**src/rtl/fifo_pkg.sv**
```systemverilog
// Shared types and helpers for the FIFO read-side packer.
package fifo_pkg;

  localparam int DEF_DATA_WIDTH = 8;
  localparam int DEF_PACK_RATIO = 4;

  typedef enum logic [1:0] {
    IDLE,
    FILL,
    FULL,
    FLUSH
  } pk_state_e;

  // Contiguous mask of n ones from bit 0; callers truncate to their lane count.
  function automatic logic [31:0] keep_mask(input int unsigned n);
    keep_mask = (n >= 32) ? '1 : ((32'd1 << n) - 32'd1);
  endfunction

endpackage

```
**src/rtl/fifo_rd_timeout.sv**
```systemverilog
// Idle counter: clear restarts it, counts while enabled, expire pulses as it reaches TIMEOUT.
// Latency: expire is combinational on the cycle the count would hit TIMEOUT; no backpressure.
module fifo_rd_timeout #(
  parameter int TIMEOUT = 16
) (
  input  logic rd_clk,
  input  logic rst_n,
  input  logic clr,
  input  logic en,
  output logic expire
);

  generate
    if (TIMEOUT == 0) begin : g_off
      logic unused_to;
      assign unused_to = ^{rd_clk, rst_n, clr, en};
      assign expire    = 1'b0;
    end else begin : g_on
      localparam int W = $clog2(TIMEOUT + 1);
      logic [W-1:0] cnt;

      always_ff @(posedge rd_clk or negedge rst_n) begin
        if (!rst_n) begin
          cnt <= '0;
        end else if (clr) begin
          cnt <= '0;
        end else if (en && cnt != W'(TIMEOUT)) begin
          cnt <= cnt + W'(1);
        end
      end

      assign expire = en && !clr && (cnt == W'(TIMEOUT - 1));
    end
  endgenerate

endmodule

```
**src/rtl/fifo_rd_packer.sv**
```systemverilog
// Packs PACK_RATIO FIFO words into one keep-masked word; FIFO_RD_PACKER_STATS_EN adds counters.
// Latency: out_valid one cycle after the last lane lands; pops stop once out slot and accumulator are full.
module fifo_rd_packer
  import fifo_pkg::*;
#(
  parameter int DATA_WIDTH = DEF_DATA_WIDTH,
  parameter int PACK_RATIO = DEF_PACK_RATIO,
  parameter int TIMEOUT    = 16
) (
  input  logic                             rd_clk,
  input  logic                             rst_n,
  input  logic                             fifo_empty,
  output logic                             fifo_rd,
  input  logic                             fifo_valid,
  input  logic [DATA_WIDTH-1:0]            fifo_rdata,
  output logic [DATA_WIDTH*PACK_RATIO-1:0] out_data,
  output logic [PACK_RATIO-1:0]            out_keep,
  output logic                             out_valid,
  input  logic                             out_ready,
  input  logic                             flush_req,
  output logic                             err_unexpected,
  output logic [31:0]                      word_count,
  output logic [15:0]                      flush_count
);

  localparam int CW = $clog2(PACK_RATIO + 1);
  localparam logic [CW-1:0] LAST  = CW'(PACK_RATIO - 1);
  localparam logic [CW-1:0] FULLN = CW'(PACK_RATIO);

  pk_state_e                             state;
  logic [PACK_RATIO-1:0][DATA_WIDTH-1:0] acc, acc_nxt, flush_word;
  logic [CW-1:0]                         acc_cnt;
  logic [CW:0]                           occ;
  logic inflight, capture, slot_free, launch, flushing, expire, to_clr, to_en;

  assign capture   = fifo_valid && inflight;
  assign slot_free = !out_valid || out_ready;
  assign flushing  = (state == FLUSH);
  assign launch    = capture && (acc_cnt == LAST) && slot_free && !flushing;
  assign occ       = {1'b0, acc_cnt} + (CW+1)'(inflight);
  assign fifo_rd   = !fifo_empty && !flushing && ((occ < (CW+1)'(PACK_RATIO)) || launch);

  // acc_nxt is the accumulator with the arriving word dropped into its lane.
  always_comb begin
    acc_nxt    = acc;
    flush_word = '0;
    for (int i = 0; i < PACK_RATIO; i++) begin
      if (acc_cnt == CW'(i)) acc_nxt[i] = fifo_rdata;
      if (CW'(i) < acc_cnt) flush_word[i] = acc[i];
    end
  end

  assign to_en  = (state == FILL);
  assign to_clr = capture || (state != FILL);

  fifo_rd_timeout #(.TIMEOUT(TIMEOUT)) u_timeout (
    .rd_clk (rd_clk),
    .rst_n  (rst_n),
    .clr    (to_clr),
    .en     (to_en),
    .expire (expire)
  );

  always_ff @(posedge rd_clk or negedge rst_n) begin
    if (!rst_n) begin
      state          <= IDLE;
      acc            <= '0;
      acc_cnt        <= '0;
      inflight       <= 1'b0;
      out_valid      <= 1'b0;
      out_data       <= '0;
      out_keep       <= '0;
      err_unexpected <= 1'b0;
    end else begin
      inflight <= fifo_rd;
      if (fifo_valid && !inflight) err_unexpected <= 1'b1;
      if (out_valid && out_ready) out_valid <= 1'b0;
      if (capture) acc <= acc_nxt;

      case (state)
        IDLE, FILL: begin
          if (launch) begin
            out_data  <= acc_nxt;
            out_keep  <= '1;
            out_valid <= 1'b1;
            acc_cnt   <= '0;
            state     <= IDLE;
          end else if (capture && acc_cnt == LAST) begin
            acc_cnt <= FULLN;
            state   <= FULL;
          end else begin
            if (capture) begin
              acc_cnt <= acc_cnt + CW'(1);
              state   <= FILL;
            end
            if (expire || (flush_req && (state == FILL || inflight))) state <= FLUSH;
          end
        end
        FULL: begin
          if (slot_free) begin
            out_data  <= acc;
            out_keep  <= '1;
            out_valid <= 1'b1;
            acc_cnt   <= '0;
            state     <= IDLE;
          end
        end
        FLUSH: begin
          // Absorb the last in-flight word before the partial word goes out.
          if (capture) begin
            acc_cnt <= acc_cnt + CW'(1);
          end else if (!inflight && slot_free) begin
            out_data  <= flush_word;
            out_keep  <= PACK_RATIO'(keep_mask(32'(acc_cnt)));
            out_valid <= (acc_cnt != '0);
            acc_cnt   <= '0;
            state     <= IDLE;
          end
        end
        default: state <= IDLE;
      endcase
    end
  end

`ifdef FIFO_RD_PACKER_STATS_EN
  always_ff @(posedge rd_clk or negedge rst_n) begin
    if (!rst_n) begin
      word_count  <= '0;
      flush_count <= '0;
    end else if (out_valid && out_ready) begin
      word_count <= word_count + 32'd1;
      if (out_keep != '1 && flush_count != 16'hFFFF) flush_count <= flush_count + 16'd1;
    end
  end
`else
  assign word_count  = '0;
  assign flush_count = '0;
`endif

endmodule
```
**config.mk**
```make
export PLATFORM = sky130hd
export DESIGN_NAME = fifo_rd_packer
export DESIGN_NICKNAME = d
export VERILOG_FILES = /design/src/rtl/fifo_pkg.sv /design/src/rtl/fifo_rd_timeout.sv /design/src/rtl/fifo_rd_packer.sv
export SDC_FILE = /design/constraint.sdc
export NUM_CORES = 1
export LEC_CHECK = 0
export ABC_AREA = 1
export CORE_UTILIZATION = 45
export DETAILED_ROUTE_END_ITERATION = 10
export HOLD_SLACK_MARGIN = 0.12
export PLACE_DENSITY = 0.73
export SLEW_MARGIN = 10
export SYNTH_ARGS = -nofsm -noshare
export SYNTH_HDL_FRONTEND = slang
export SYNTH_SLANG_ARGS = --single-unit
```
**constraint.sdc**
```tcl
create_clock -name rd_clk -period 2.2 [get_ports rd_clk]
set_clock_uncertainty 0.2 [all_clocks]
set_input_delay 0.66 -clock rd_clk [delete_from_list [all_inputs] [get_ports rd_clk]]
set_output_delay 0.66 -clock rd_clk [all_outputs]
set_load 0.1 [all_outputs]
```
==> results.tsv <==
metric	value	unit
cp.depth	4	
whs_path_depth	2	
fmax	422	MHz
critical-path-top-delay-family	flip-flops	
core_area	0.0103	mm2
fin_ws	-172	ps
routed_wl	11700	um
synth_area	0.00475	mm2
gr-usage-all-layers	0.231	
grt_pass1_vias	4319	
worstRegToRegCells	7	
dr_total_vias	4417	
cp.arrival	1510	ps
cts_buffers	9	
n_antenna_cell	0	
holdWs	319	ps
path_max_fanout	5	
route.detailed.drc	0	
clock_latency	360	ps
n_fill_cell	889	
initial_core_util	0.462	
violations	negative setup slack	
finalSetupViolations	1	
synth.most_common_cell	nand2_1	
final_core_util	0.602	
die_w	105	um
ys_types	27	
antenna_found_initial	0	
critPathLaunchType	flop	
hold_viol	0	
crit_path_top_delay_cell	dfrtp_1	
synth_common_cells	nand2_1 (202), nand3_1 (138), dfrtp_1 (81)	
crit_type	reg2out	
ant_nets	0	
drt-initial-drc-count	389	
tritoncts	done	
status	complete, but fails checks	
die_area	0.0110	mm2
io_buffers	52	
synth_edf_count	0	
grt_pass1_wl	20300	um
fin_area	0.00619	mm2
clockBufferDepth	2	
synth_top_area_frac	0.427	
synth_flop_cell	dfrtp_1	
drive_gt1_frac	0.169	
synth_top_area_cell	dfrtp_1	
cts-root-buf	clkbuf_8	
fin_crit_sh	1.08	
rsz0062_at_grt	true	
ys_seq_area_frac	0.427	
synthCells	644	
syn2layout_area_growth	30.3	%
path_cells	nand2_2 > o211ai_1 > a21oi_4 > buf_12	
wire_per_inst	13.6	um
ys_seq_elements	81	
crit_required	1340	ps
overflow	0	
yosys_warnings	0	
grt_start_max_net_pins	44	
drv_slew	0	
end_kind	output pin	
firstDrtPassIters	5	
cts_max_level	3	
avgSynthCellArea	7.37	um2
async_reset_ff_frac	1.00	
vias_per_cell	5.11	
cap_violations	0	
clk_pin_slew_worst_paths	90	ps
fp.dieH	105	um
nNetsFinal	745	
cpPeakStageDelay	430	ps
post-dp-hpwl	8250	um
hold_class	reg2reg	
synth_area_leaders	dfrtp_1 (43%), nand2_1 (16%), nand3_1 (15%)	
ios	101	
cts_num_sinks	81	
num_rows	37	
path_buf_inv	1	
routabilityCongestion	0.887	
fin_crit	2370	ps
placed_area	0.00590	mm2
-- cell type report --
class	instances	area, um2	area share
clock buffer	10	138	0.0222
clock inverter	6	48.8	0.00789
inverter	63	251	0.0407
multi-input combinational	473	2200	0.356
sequential	81	2030	0.328
tap	136	170	0.0275
timing repair buffer	95	1340	0.217
-- state kept, by name (all words and copies together), names as in the netlist --
signal and flops:
acc 32, out_data 32, u_timeout.g_on.cnt 5, out_keep 4
acc_cnt 3, state 2, err_unexpected 1, inflight 1
out_valid 1
-- layer usage --
metal / GRT usage / routed length [um]
met1: 0.292 / 4790
met2: 0.394 / 5930
met3: 0.0381 / 780
met4: 0.0905 / 230
met5: 0 / 0
-- kinds of logic after synthesis --
kind of cell	after synthesis	synth area share
flip-flops	81	0.427
AO/OA/AOI/OAI	53	0.0593
XOR/XNOR	1	0.00185
buffers and inverters	137	0.155
adder cells (fa/ha/maj)	8	0.0211
other	1	0.000790
AND/OR/NAND/NOR	363	0.335
-- worst register-to-register path, cell delays in order (launching register included) --
cell and delay, ps:
dfrtp_1 420, buf_4 220, inv_1 130, ha_1 260, nand2_1 270, o21ai_0 130, nor2_1 170, o21ai_0 110
-- cells in the final DEF, fill, tap and decap left out, types with 3 or more instances in the layout --
master           synthesis  routed
buf_4                   48      34
nand2_1                202     198
dfrtp_1                 81      80
inv_2                    1       4
a21oi_1                  4       3
ha_1                     8       8
inv_1                   61      57
nor2_1                  12      11
clkbuf_8                 0      10
conb_1                   1      48
nand2_2                  3       4
clkdlybuf4s50_1          0      10
nand3_1                138     137
clkinvlp_4               0       3
o21ai_0                 46      46
nand2_4                  1       4
buf_12                   0      48
-- path summary, 6_finish.rpt --
check,slack [ps],from,endpoint
max in group asynchronous,690,rst_n,out_valid
hold reg to reg,320,acc[31],acc[31]
min in group asynchronous,540,rst_n,out_data[26]
setup reg to reg,180,acc_cnt[0],out_keep[2]
hold / removal,320,acc[31],acc[31]
setup / recovery,-170,state[0],fifo_rd
-- through the flow --
stage          TNS (ps)  worst slack [ps]  cells
2_1_floorplan      -156              -156    691
3_3_place_gp     -16130              -556    836
3_5_place_dp     -18740              -582    836
4_1_cts            -147              -147    858
5_1_grt            -219              -219    864
6_report           -172              -172    864
-- repair_timing --
action | 4_1_cts | 5_1_grt
pin swaps | 5 | 5
endpoints found under the setup margin | 2 | 2
hold buffers | 1 | 0
resized for setup | 9 | 3
hold endpoints to repair | 23 | 0
setup buffers | 5 | 6
Power is not shown: default switching activity piles up to over one toggle a cycle in this logic, so the estimate is an artifact.
